<file path="config.mk">
export PLATFORM = sky130hd
export DESIGN_NAME = mem_bus_arb
export DESIGN_NICKNAME = d
export VERILOG_FILES = /design/src/rtl/mem_bus_arb.sv
export SDC_FILE = /design/constraint.sdc
export NUM_CORES = 1
export LEC_CHECK = 0
export ABC_CLOCK_PERIOD_IN_PS = 1600
export BUFFER_PORTS_ARGS = -buffer_cell sky130_fd_sc_hd__buf_4
export CAP_MARGIN = 20
export CORE_MARGIN = 8
export CORE_UTILIZATION = 44
export CTS_CLUSTER_SIZE = 20
export DETAILED_ROUTE_END_ITERATION = 8
export PLACE_DENSITY = 0.79
export SYNTH_ARGS = -nofsm -noshare
export SYNTH_HDL_FRONTEND = slang
export SYNTH_SLANG_ARGS = --single-unit
</file>
<file path="constraint.sdc">
create_clock -name clk_in -period 1.6 [get_ports clk_in]
set_input_delay 0.08 -clock clk_in [delete_from_list [all_inputs] [get_ports clk_in]]
set_output_delay 0.08 -clock clk_in [all_outputs]
set_load 0.05 [all_outputs]
</file>
<file path="src/rtl/mem_bus_arb.sv">
// mem_bus_arb: shares one external req/ack bus between the I-side fill path
// and the D-side data/I-O path. One transaction at a time, round-robin on
// ties, with a watchdog that turns a hung bus transaction into a faulted ack.
//
// state | meaning
// ------+------------------------------------------------------------
// IDLE  | bus free; arbitrate and latch the winner's request
// BUSY  | bus_req held; wait for bus_ack or watchdog expiry
// DONE  | owner ack pulses this cycle; all requests ignored
module mem_bus_arb #(
    parameter int AW     = 32,
    parameter int DW     = 32,
    parameter int TO_CYC = 255
) (
    input  logic          clk_in,
    input  logic          reset_in,
    input  logic          ic_req,
    input  logic [AW-1:0] ic_addr,
    output logic          ic_ack,
    output logic [DW-1:0] ic_ack_data,
    output logic          ic_ack_fault,
    input  logic          dc_req,
    input  logic [AW-1:0] dc_addr,
    input  logic          dc_rd,
    input  logic          dc_wr,
    input  logic [DW-1:0] dc_wr_data,
    output logic          dc_ack,
    output logic [DW-1:0] dc_ack_data,
    output logic          dc_ack_fault,
    output logic          bus_req,
    output logic [AW-1:0] bus_addr,
    output logic          bus_rd,
    output logic          bus_wr,
    output logic [DW-1:0] bus_wr_data,
    input  logic          bus_ack,
    input  logic [DW-1:0] bus_ack_data,
    input  logic          bus_ack_fault
);

    // A zero limit disables the watchdog; keep the counter at least one bit.
    localparam int WD_W = (TO_CYC < 1) ? 1 : $clog2(TO_CYC + 1);

    typedef enum logic [1:0] {S_IDLE, S_BUSY, S_DONE} state_t;

    state_t          r_state;
    state_t          w_state_nxt;
    logic            r_last_d;   // last grant: 0 = I side, 1 = D side
    logic            r_owner_d;  // current owner: 0 = I side, 1 = D side
    logic [WD_W-1:0] r_wd;

    logic            w_grant;
    logic            w_grant_d;
    logic            w_bus_done;
    logic            w_timeout;
    logic            w_wd_hit;

    logic            r_bus_req;
    logic [AW-1:0]   r_bus_addr;
    logic            r_bus_rd;
    logic            r_bus_wr;
    logic [DW-1:0]   r_bus_wr_data;
    logic            r_ic_ack;
    logic [DW-1:0]   r_ic_ack_data;
    logic            r_ic_ack_fault;
    logic            r_dc_ack;
    logic [DW-1:0]   r_dc_ack_data;
    logic            r_dc_ack_fault;

    assign w_wd_hit = (TO_CYC != 0) && (r_wd == WD_W'(TO_CYC));

    // Next-state and arbitration decode; bus_ack beats the watchdog on a tie.
    always_comb begin
        w_state_nxt = r_state;
        w_grant     = 1'b0;
        w_grant_d   = 1'b0;
        w_bus_done  = 1'b0;
        w_timeout   = 1'b0;
        case (r_state)
            S_IDLE: begin
                if (ic_req || dc_req) begin
                    w_grant     = 1'b1;
                    w_grant_d   = (ic_req && dc_req) ? ~r_last_d : dc_req;
                    w_state_nxt = S_BUSY;
                end
            end
            S_BUSY: begin
                if (bus_ack) begin
                    w_bus_done  = 1'b1;
                    w_state_nxt = S_DONE;
                end else if (w_wd_hit) begin
                    w_timeout   = 1'b1;
                    w_state_nxt = S_DONE;
                end
            end
            S_DONE:  w_state_nxt = S_IDLE;
            default: w_state_nxt = S_IDLE;
        endcase
    end

    // State register.
    always_ff @(posedge clk_in) begin
        if (reset_in) r_state <= S_IDLE;
        else          r_state <= w_state_nxt;
    end

    // Bus request registers, ownership, watchdog and single-cycle ack pulses.
    always_ff @(posedge clk_in) begin
        if (reset_in) begin
            r_last_d       <= 1'b0;
            r_owner_d      <= 1'b0;
            r_wd           <= '0;
            r_bus_req      <= 1'b0;
            r_bus_addr     <= '0;
            r_bus_rd       <= 1'b0;
            r_bus_wr       <= 1'b0;
            r_bus_wr_data  <= '0;
            r_ic_ack       <= 1'b0;
            r_ic_ack_data  <= '0;
            r_ic_ack_fault <= 1'b0;
            r_dc_ack       <= 1'b0;
            r_dc_ack_data  <= '0;
            r_dc_ack_fault <= 1'b0;
        end else begin
            r_ic_ack       <= 1'b0;
            r_ic_ack_data  <= '0;
            r_ic_ack_fault <= 1'b0;
            r_dc_ack       <= 1'b0;
            r_dc_ack_data  <= '0;
            r_dc_ack_fault <= 1'b0;
            if (w_grant) begin
                r_bus_req     <= 1'b1;
                r_bus_addr    <= w_grant_d ? dc_addr : ic_addr;
                r_bus_rd      <= w_grant_d ? dc_rd : 1'b1;
                r_bus_wr      <= w_grant_d ? dc_wr : 1'b0;
                r_bus_wr_data <= w_grant_d ? dc_wr_data : '0;
                r_owner_d     <= w_grant_d;
                r_last_d      <= w_grant_d;
                r_wd          <= '0;
            end else if (w_bus_done || w_timeout) begin
                r_bus_req <= 1'b0;
                r_bus_rd  <= 1'b0;
                r_bus_wr  <= 1'b0;
                if (r_owner_d) begin
                    r_dc_ack       <= 1'b1;
                    r_dc_ack_data  <= w_bus_done ? bus_ack_data : '0;
                    r_dc_ack_fault <= w_bus_done ? bus_ack_fault : 1'b1;
                end else begin
                    r_ic_ack       <= 1'b1;
                    r_ic_ack_data  <= w_bus_done ? bus_ack_data : '0;
                    r_ic_ack_fault <= w_bus_done ? bus_ack_fault : 1'b1;
                end
            end else if (r_state == S_BUSY && r_wd != '1) begin
                r_wd <= r_wd + 1'b1;
            end
        end
    end

    assign bus_req      = r_bus_req;
    assign bus_addr     = r_bus_addr;
    assign bus_rd       = r_bus_rd;
    assign bus_wr       = r_bus_wr;
    assign bus_wr_data  = r_bus_wr_data;
    assign ic_ack       = r_ic_ack;
    assign ic_ack_data  = r_ic_ack_data;
    assign ic_ack_fault = r_ic_ack_fault;
    assign dc_ack       = r_dc_ack;
    assign dc_ack_data  = r_dc_ack_data;
    assign dc_ack_fault = r_dc_ack_fault;

endmodule

</file>
==> flow_summary.toml, run 1 <==
[synth]
async_flop_share = 0
netlist_instances = 435
synth_edf_count = 0
synthTopCellsByCount = "dfxtp_1 (146), and2_1 (64), nor2_1 (40)"
syn_area_sq_um = 4890
yosysSeqAreaShare = 0.597
synth-seq-cells = 146
syn_avg_cell_area_sq_um = 11.2
yosys_warnings = 0
yosysTopAreaCellShare = 0.597
synth.most_common_cell = "dfxtp_1"
ys.flop_type = "dfxtp_1"
synth_area_leaders = "dfxtp_1 (60%), and2_1 (8.2%), mux2i_1 (6.5%)"
yosysUniqueCellTypes = 48
yosysTopAreaCell = "dfxtp_1"
mappedNetlistNets = 572

[setup_path]
cp_slowest_cell = "dfxtp_1"
critPathKind = "flip-flop to flip-flop"
cp_data_required_time_ns = 2.00
rrSetupSlack_ns = 0.06
path_cells = "ha_1 -> and4_4 -> a21oi_2 -> nand2b_4 -> a2111oi_4"
endpoint_kind = "flip-flop"
cp-start-kind = "flip-flop"
critPathLaunch = "r_wd[0]"
slowest_delay_ns = 0.39
rr_endpoint = "ic_ack_fault"
reg2reg_from = "r_wd[0]"
endpoint = "ic_ack_fault"
critPathMaxFanout = 6
arrival_ns = 1.94
reg2regPathDepth = 5

[sta]
rsz0062_at_grt = "true"
slew-limit-headroom = 0.733
hold_violations = 0
finalCritPeriodShare = 0.965
fmax_mhz = 647
worst_slew_pin_slew_ns = 0.401
final-setup-viol-count = 0
slew_viol_final = 0
period_needed_ns = 1.54
clock_skew_ns = 0.00865

[clock_network]
cts_buffers = 17
clock-sinks = 146
cts-htree-levels = 4
cts_tree = "yes"
clk_pin_slew_ns = 0.06
root_buffer = "clkbuf_8"
clock_path_buffers = 2
clkLatencyLatePin_ns = 0.51

[pwr]
powerDensity_nw_per_um2 = 1090
p_leak_nw = 4.32
peakVddDrop_v = 0.000612
total_power_mw = 9.96

[route]
via_per_inst = 5.12
ant_nets = 0
dr_total_vias = 5146
wl_per_cell_microns = 20.4
wl_microns = 20500
drt_iter0_drc = 380
drc = 0
drtPass1Iterations = 5

[flow_run]
cap_violations = 0

[status]
outcome = "completed"

[placed_design]
port_buffers = 270
place_hpwl_microns = 11500
routabilityCongestion = 0.802

[floorplan]
io_pins = 271
start_util = 0.451
die_y_microns = 121
die_width_microns = 121
num_rows = 38
die_area_sq_um = 14700
core_area_sq_um = 10800

[global_routing]
grt_start_max_net_pins = 64
grt_util_all_layers = 0.270
grt_first_pass_wirelength_microns = 30900
grt_pass1_vias = 5642
gr-total-overflow = 0
antenna_found_initial = 3

[layout]
finalNetCount = 986
layout-drive-gt1-share = 0.384
layout-area-overhead-vs-synth_pct = 87.1
final_core_util = 0.845

[hold_path]
hold_path.class = "primary input to flip-flop"
-- power breakdown --
part	leakage, nW	internal, mW	switching, mW	total (mW)
logic	2.85	0.930	1.27	2.20
registers	1.19	3.83	0.111	3.94
clock network	0.282	2.31	1.50	3.82
-- critical path, delay by kind of cell, from the launching register on --
family | cells | cell delay (ns)
AO/OA/AOI/OAI | 2 | 0.39
AND/OR/NAND/NOR | 2 | 0.47
flip-flops | 1 | 0.39
adder cells (fa/ha/maj) | 1 | 0.20
-- worst min-delay path by stage --
stage	from	to	slack, ns	cells after the start
floorplan	bus_ack	ic_ack_fault	0.18	1
CTS	ic_req	r_state[0]	0.02	4
global placement	bus_ack_data[22]	dc_ack_data[22]	0.29	2
finish	ic_req	r_state[0]	0.05	4
detailed placement	bus_ack_data[28]	ic_ack_data[28]	0.29	2
global route	ic_req	bus_req	0.04	4
-- area by class of cell --
type | count | area [sq um]
Tap cell | 140 | 175
Fill cell | 524 | 1690
Sequential cell | 146 | 2920
Multi-Input combinational cell | 257 | 1850
Clock buffer | 21 | 449
Inverter | 4 | 15.0
Antenna cell | 3 | 7.51
Timing Repair Buffer | 423 | 3610
Clock inverter | 11 | 130
-- sequential cells by signal, indices dropped and copies added (netlist names), 2 cells and up --
signal / cells
bus_addr: 32
r_state: 2
ic_ack_data: 32
bus_wr_data: 32
dc_ack_data: 32
r_wd: 8
-- cell families after synthesis --
family / after synthesis / share of synthesized area
AOI/OAI and AO/OA: 86 / 0.136
adders and majority gates: 1 / 0.00256
and+or+nand+nor: 134 / 0.157
buffers and inverters: 32 / 0.0343
DFF: 146 / 0.597
muxes: 32 / 0.0655
xor gates and xnor gates: 4 / 0.00716
-- metal layers --
| metal | track usage | share of wire |
|---|---|---|
| met1 | 0.266 | 0.34 |
| met2 | 0.477 | 0.52 |
| met3 | 0.112 | 0.10 |
| met4 | 0.137 | 0.036 |
| met5 | 0 | 0 |
-- layout by cell type (no fill, tap or decap), drive strengths merged, types with 2 or more instances in the layout --
cell,instances
nand4,2
and2,64
nand2b,2
clkinv,7
diode,3
o21ai,5
inv,5
o211ai,2
nor2,41
nor4,3
and3,2
clkbuf,23
nand2,7
buf,287
nor3,3
bufinv,2
a22o,32
xor2,2
a211oi,32
mux2i,32
dlygate4sd3,134
nand3,3
dfxtp,146
xnor2,2
a21oi,7
-- timing repair --
item                                    in CTS  in global routing
endpoints found under the setup margin       0                 36
hold buffers                               134                  0
gates resized for setup                      0                  7
endpoints found under the hold margin      136                  0
setup buffers                                0                  1
-- metrics by stage --
stage / setup WS [ns] / hold slack, ns / setup TNS (ns) / instance area, sq um / cells
2_1_floorplan: 0.167 / 0.179 / 0 / 4890 / 435
3_3_place_gp: -0.308 / 0.287 / -10.05 / 7120 / 832
3_5_place_dp: 0.00730 / 0.292 / 0 / 7140 / 833
4_1_cts: 0.00958 / 0.0230 / 0 / 9060 / 999
5_1_grt: -0.0176 / 0.0362 / -0.0546 / 9160 / 1005
6_report: 0.0552 / 0.0536 / 0 / 9160 / 1005
Power figures use the tool's default switching activity.
==> run 2, diff against run 1 <==
==> config.mk (replaced) <==
export PLATFORM = sky130hd
export DESIGN_NAME = mem_bus_arb
export DESIGN_NICKNAME = d
export VERILOG_FILES = /design/src/rtl/mem_bus_arb.sv
export SDC_FILE = /design/constraint.sdc
export NUM_CORES = 1
export LEC_CHECK = 0
export ABC_CLOCK_PERIOD_IN_PS = 1940
export BUFFER_PORTS_ARGS = -buffer_cell sky130_fd_sc_hd__buf_4
export CAP_MARGIN = 20
export CORE_MARGIN = 8
export CORE_UTILIZATION = 47
export CTS_CLUSTER_SIZE = 20
export DETAILED_ROUTE_END_ITERATION = 8
export PLACE_DENSITY = 0.84
export SYNTH_ARGS = -nofsm -noshare
export SYNTH_HDL_FRONTEND = slang
export SYNTH_SLANG_ARGS = --single-unit
==> constraint.sdc (replaced) <==
create_clock -name clk_in -period 1.94 [get_ports clk_in]
set_input_delay 0.097 -clock clk_in [delete_from_list [all_inputs] [get_ports clk_in]]
set_output_delay 0.097 -clock clk_in [all_outputs]
set_load 0.05 [all_outputs]
==> run 2 against run 1 <==
  * Combinational power shrank 20%
  * Fmax shrank 16%
  * First-iteration DRC count grew 8.4%
  * Power shrank 19%
  * Non-clock buffer count shrank 13
  * Final cell count shrank 1.9%
  * Global-route usage grew 1.3 points
  * Via count shrank 0.49%
  * Utilization grew 2.7 points
  * Critical endpoint is now bus_addr[9]
==> flow_summary.toml, run 2 (synthesized netlist as in run 1, its figures left out) <==
[route]
via_per_inst = 5.19
drt_iter0_drc = 412
drtPass1Iterations = 5
wl_microns = 20600
dr_total_vias = 5121
wl_per_cell_microns = 20.9
ant_nets = 0
drc = 0

[clock_network]
clock-sinks = 146
clk_pin_slew_ns = 0.06
clkLatencyLatePin_ns = 0.50
cts-htree-levels = 4
cts_buffers = 17
clock_path_buffers = 2
root_buffer = "clkbuf_8"
cts_tree = "yes"

[layout]
layout-drive-gt1-share = 0.380
fillerInstances = 464
instances_no_fill = 986
finalNetCount = 973
final_cell_mix = "buf_4 (277), dfxtp_1 (145), dlygate4sd3_1 (130)"
seq_area_sq_um = 2920
multi_input_area_sq_um = 1820
layout-area-overhead-vs-synth_pct = 82.4
final_common_cell = "buf_4"
stdcell_area_sq_um = 8920

[setup_path]
arrival_ns = 2.24
path_cells = "nor2_2 -> nand3_4 -> mux2i_1 -> dlygate4sd3_1 -> a211oi_1"
cp-start-kind = "flip-flop"
reg2reg_from = "r_state[1]"
critPathTopFamily = "buffers and inverters"
slowest_delay_ns = 0.56
rr_endpoint = "bus_addr[9]"
crit_buf_inv = 1
reg2regPathDepth = 5
cp_slowest_cell = "dlygate4sd3_1"
critPathKind = "flip-flop to flip-flop"
critPathMaxFanout = 5
endpoint_kind = "flip-flop"
rrSetupSlack_ns = 0.09
cp.depth = 5
cp_data_required_time_ns = 2.34

[floorplan]
die_width_microns = 118
die_area_sq_um = 13900
io_pins = 271
die_y_microns = 118
core_area_sq_um = 10200
start_util = 0.478
num_rows = 37

[hold_path]
hold_start = "ic_addr[2]"
hold_end = "bus_addr[2]"
holdPathStages = 3
hold_path.class = "primary input to flip-flop"

[sta]
worst_slew_pin_slew_ns = 0.594
slew_viol_final = 0
period_needed_ns = 1.85
final-setup-viol-count = 0
hold_violations = 0
fin_tns_setup_ns = 0
fmax_mhz = 542
finalCritPeriodShare = 0.952
slew-limit-headroom = 0.600
clock_skew_ns = 0.00917
rsz0062_at_grt = "false"

[placed_design]
port_buffers = 270
routabilityCongestion = 0.851
place_hpwl_microns = 11600
placed_cell_area_sq_um = 7050
place_inst = 821

[flow_run]
cap_violations = 0

[global_routing]
grt_util_all_layers = 0.283
grt_pass1_vias = 5736
grt_start_max_net_pins = 41
grt_first_pass_wirelength_microns = 31500
antenna_found_initial = 1
gr-total-overflow = 0

[pwr]
powerDensity_nw_per_um2 = 899
total_power_mw = 8.02
p_leak_nw = 4.22
peakVddDrop_v = 0.000530

[status]
outcome = "completed"
[run 2: routing by layer]
layer	share of wire	GRT usage
met4	0.042	0.135
met1	0.35	0.279
met3	0.10	0.111
met5	0	0
met2	0.50	0.510
[run 2: area by class of cell]
type,instances,share of cell area
sequential,146,0.328
timing repair buffer,410,0.386
clock inverter,14,0.0135
antenna,1,0.000281
inverter,4,0.00168
clock buffer,18,0.0480
multi-input combinational,257,0.204
tap,136,0.0191
[run 2: worst max path at each step]
stage	start	end
6_report	r_state[1]	bus_addr[9]
3_5_place_dp	r_wd[0]	ic_ack_fault
3_3_place_gp	r_owner_d	bus_addr[14]
4_1_cts	r_state[1]	bus_rd
5_1_grt	r_state[1]	bus_addr[9]
2_1_floorplan	r_wd[0]	ic_ack_fault
[run 2: what timing repair did]
item | in CTS | in global routing
resized for setup | 0 | 2
hold buffers | 130 | 0
endpoints found under the setup margin | 0 | 2
endpoints found under the hold margin | 132 | 0
buffers inserted | 0 | 2
[run 2: power by group]
group | switching [mW] | total (mW) | internal [mW] | leakage (nW)
clock network | 1.35 | 3.00 | 1.64 | 0.263
logic | 1.02 | 1.76 | 0.735 | 2.76
registers | 0.110 | 3.26 | 3.15 | 1.19
[run 2: worst reg2reg max path: stages, from the launching register on]
cell,delay [ns]
dfxtp_1,0.37
nor2_2,0.21
nand3_4,0.16
mux2i_1,0.15
dlygate4sd3_1,0.56
a211oi_1,0.29
[run 2: metrics by stage]
| stage | util | hold slack, ns | worst slack (ns) |
|---|---|---|---|
| floorplan | - | 0.196 | 0.507 |
| global placement | 0.689 | 0.305 | 0.404 |
| detailed placement | 0.689 | 0.309 | 0.352 |
| CTS | 0.870 | 0.00476 | 0.113 |
| global route | 0.872 | 0.0185 | 0.0352 |
| finish | 0.872 | 0.0331 | 0.0939 |
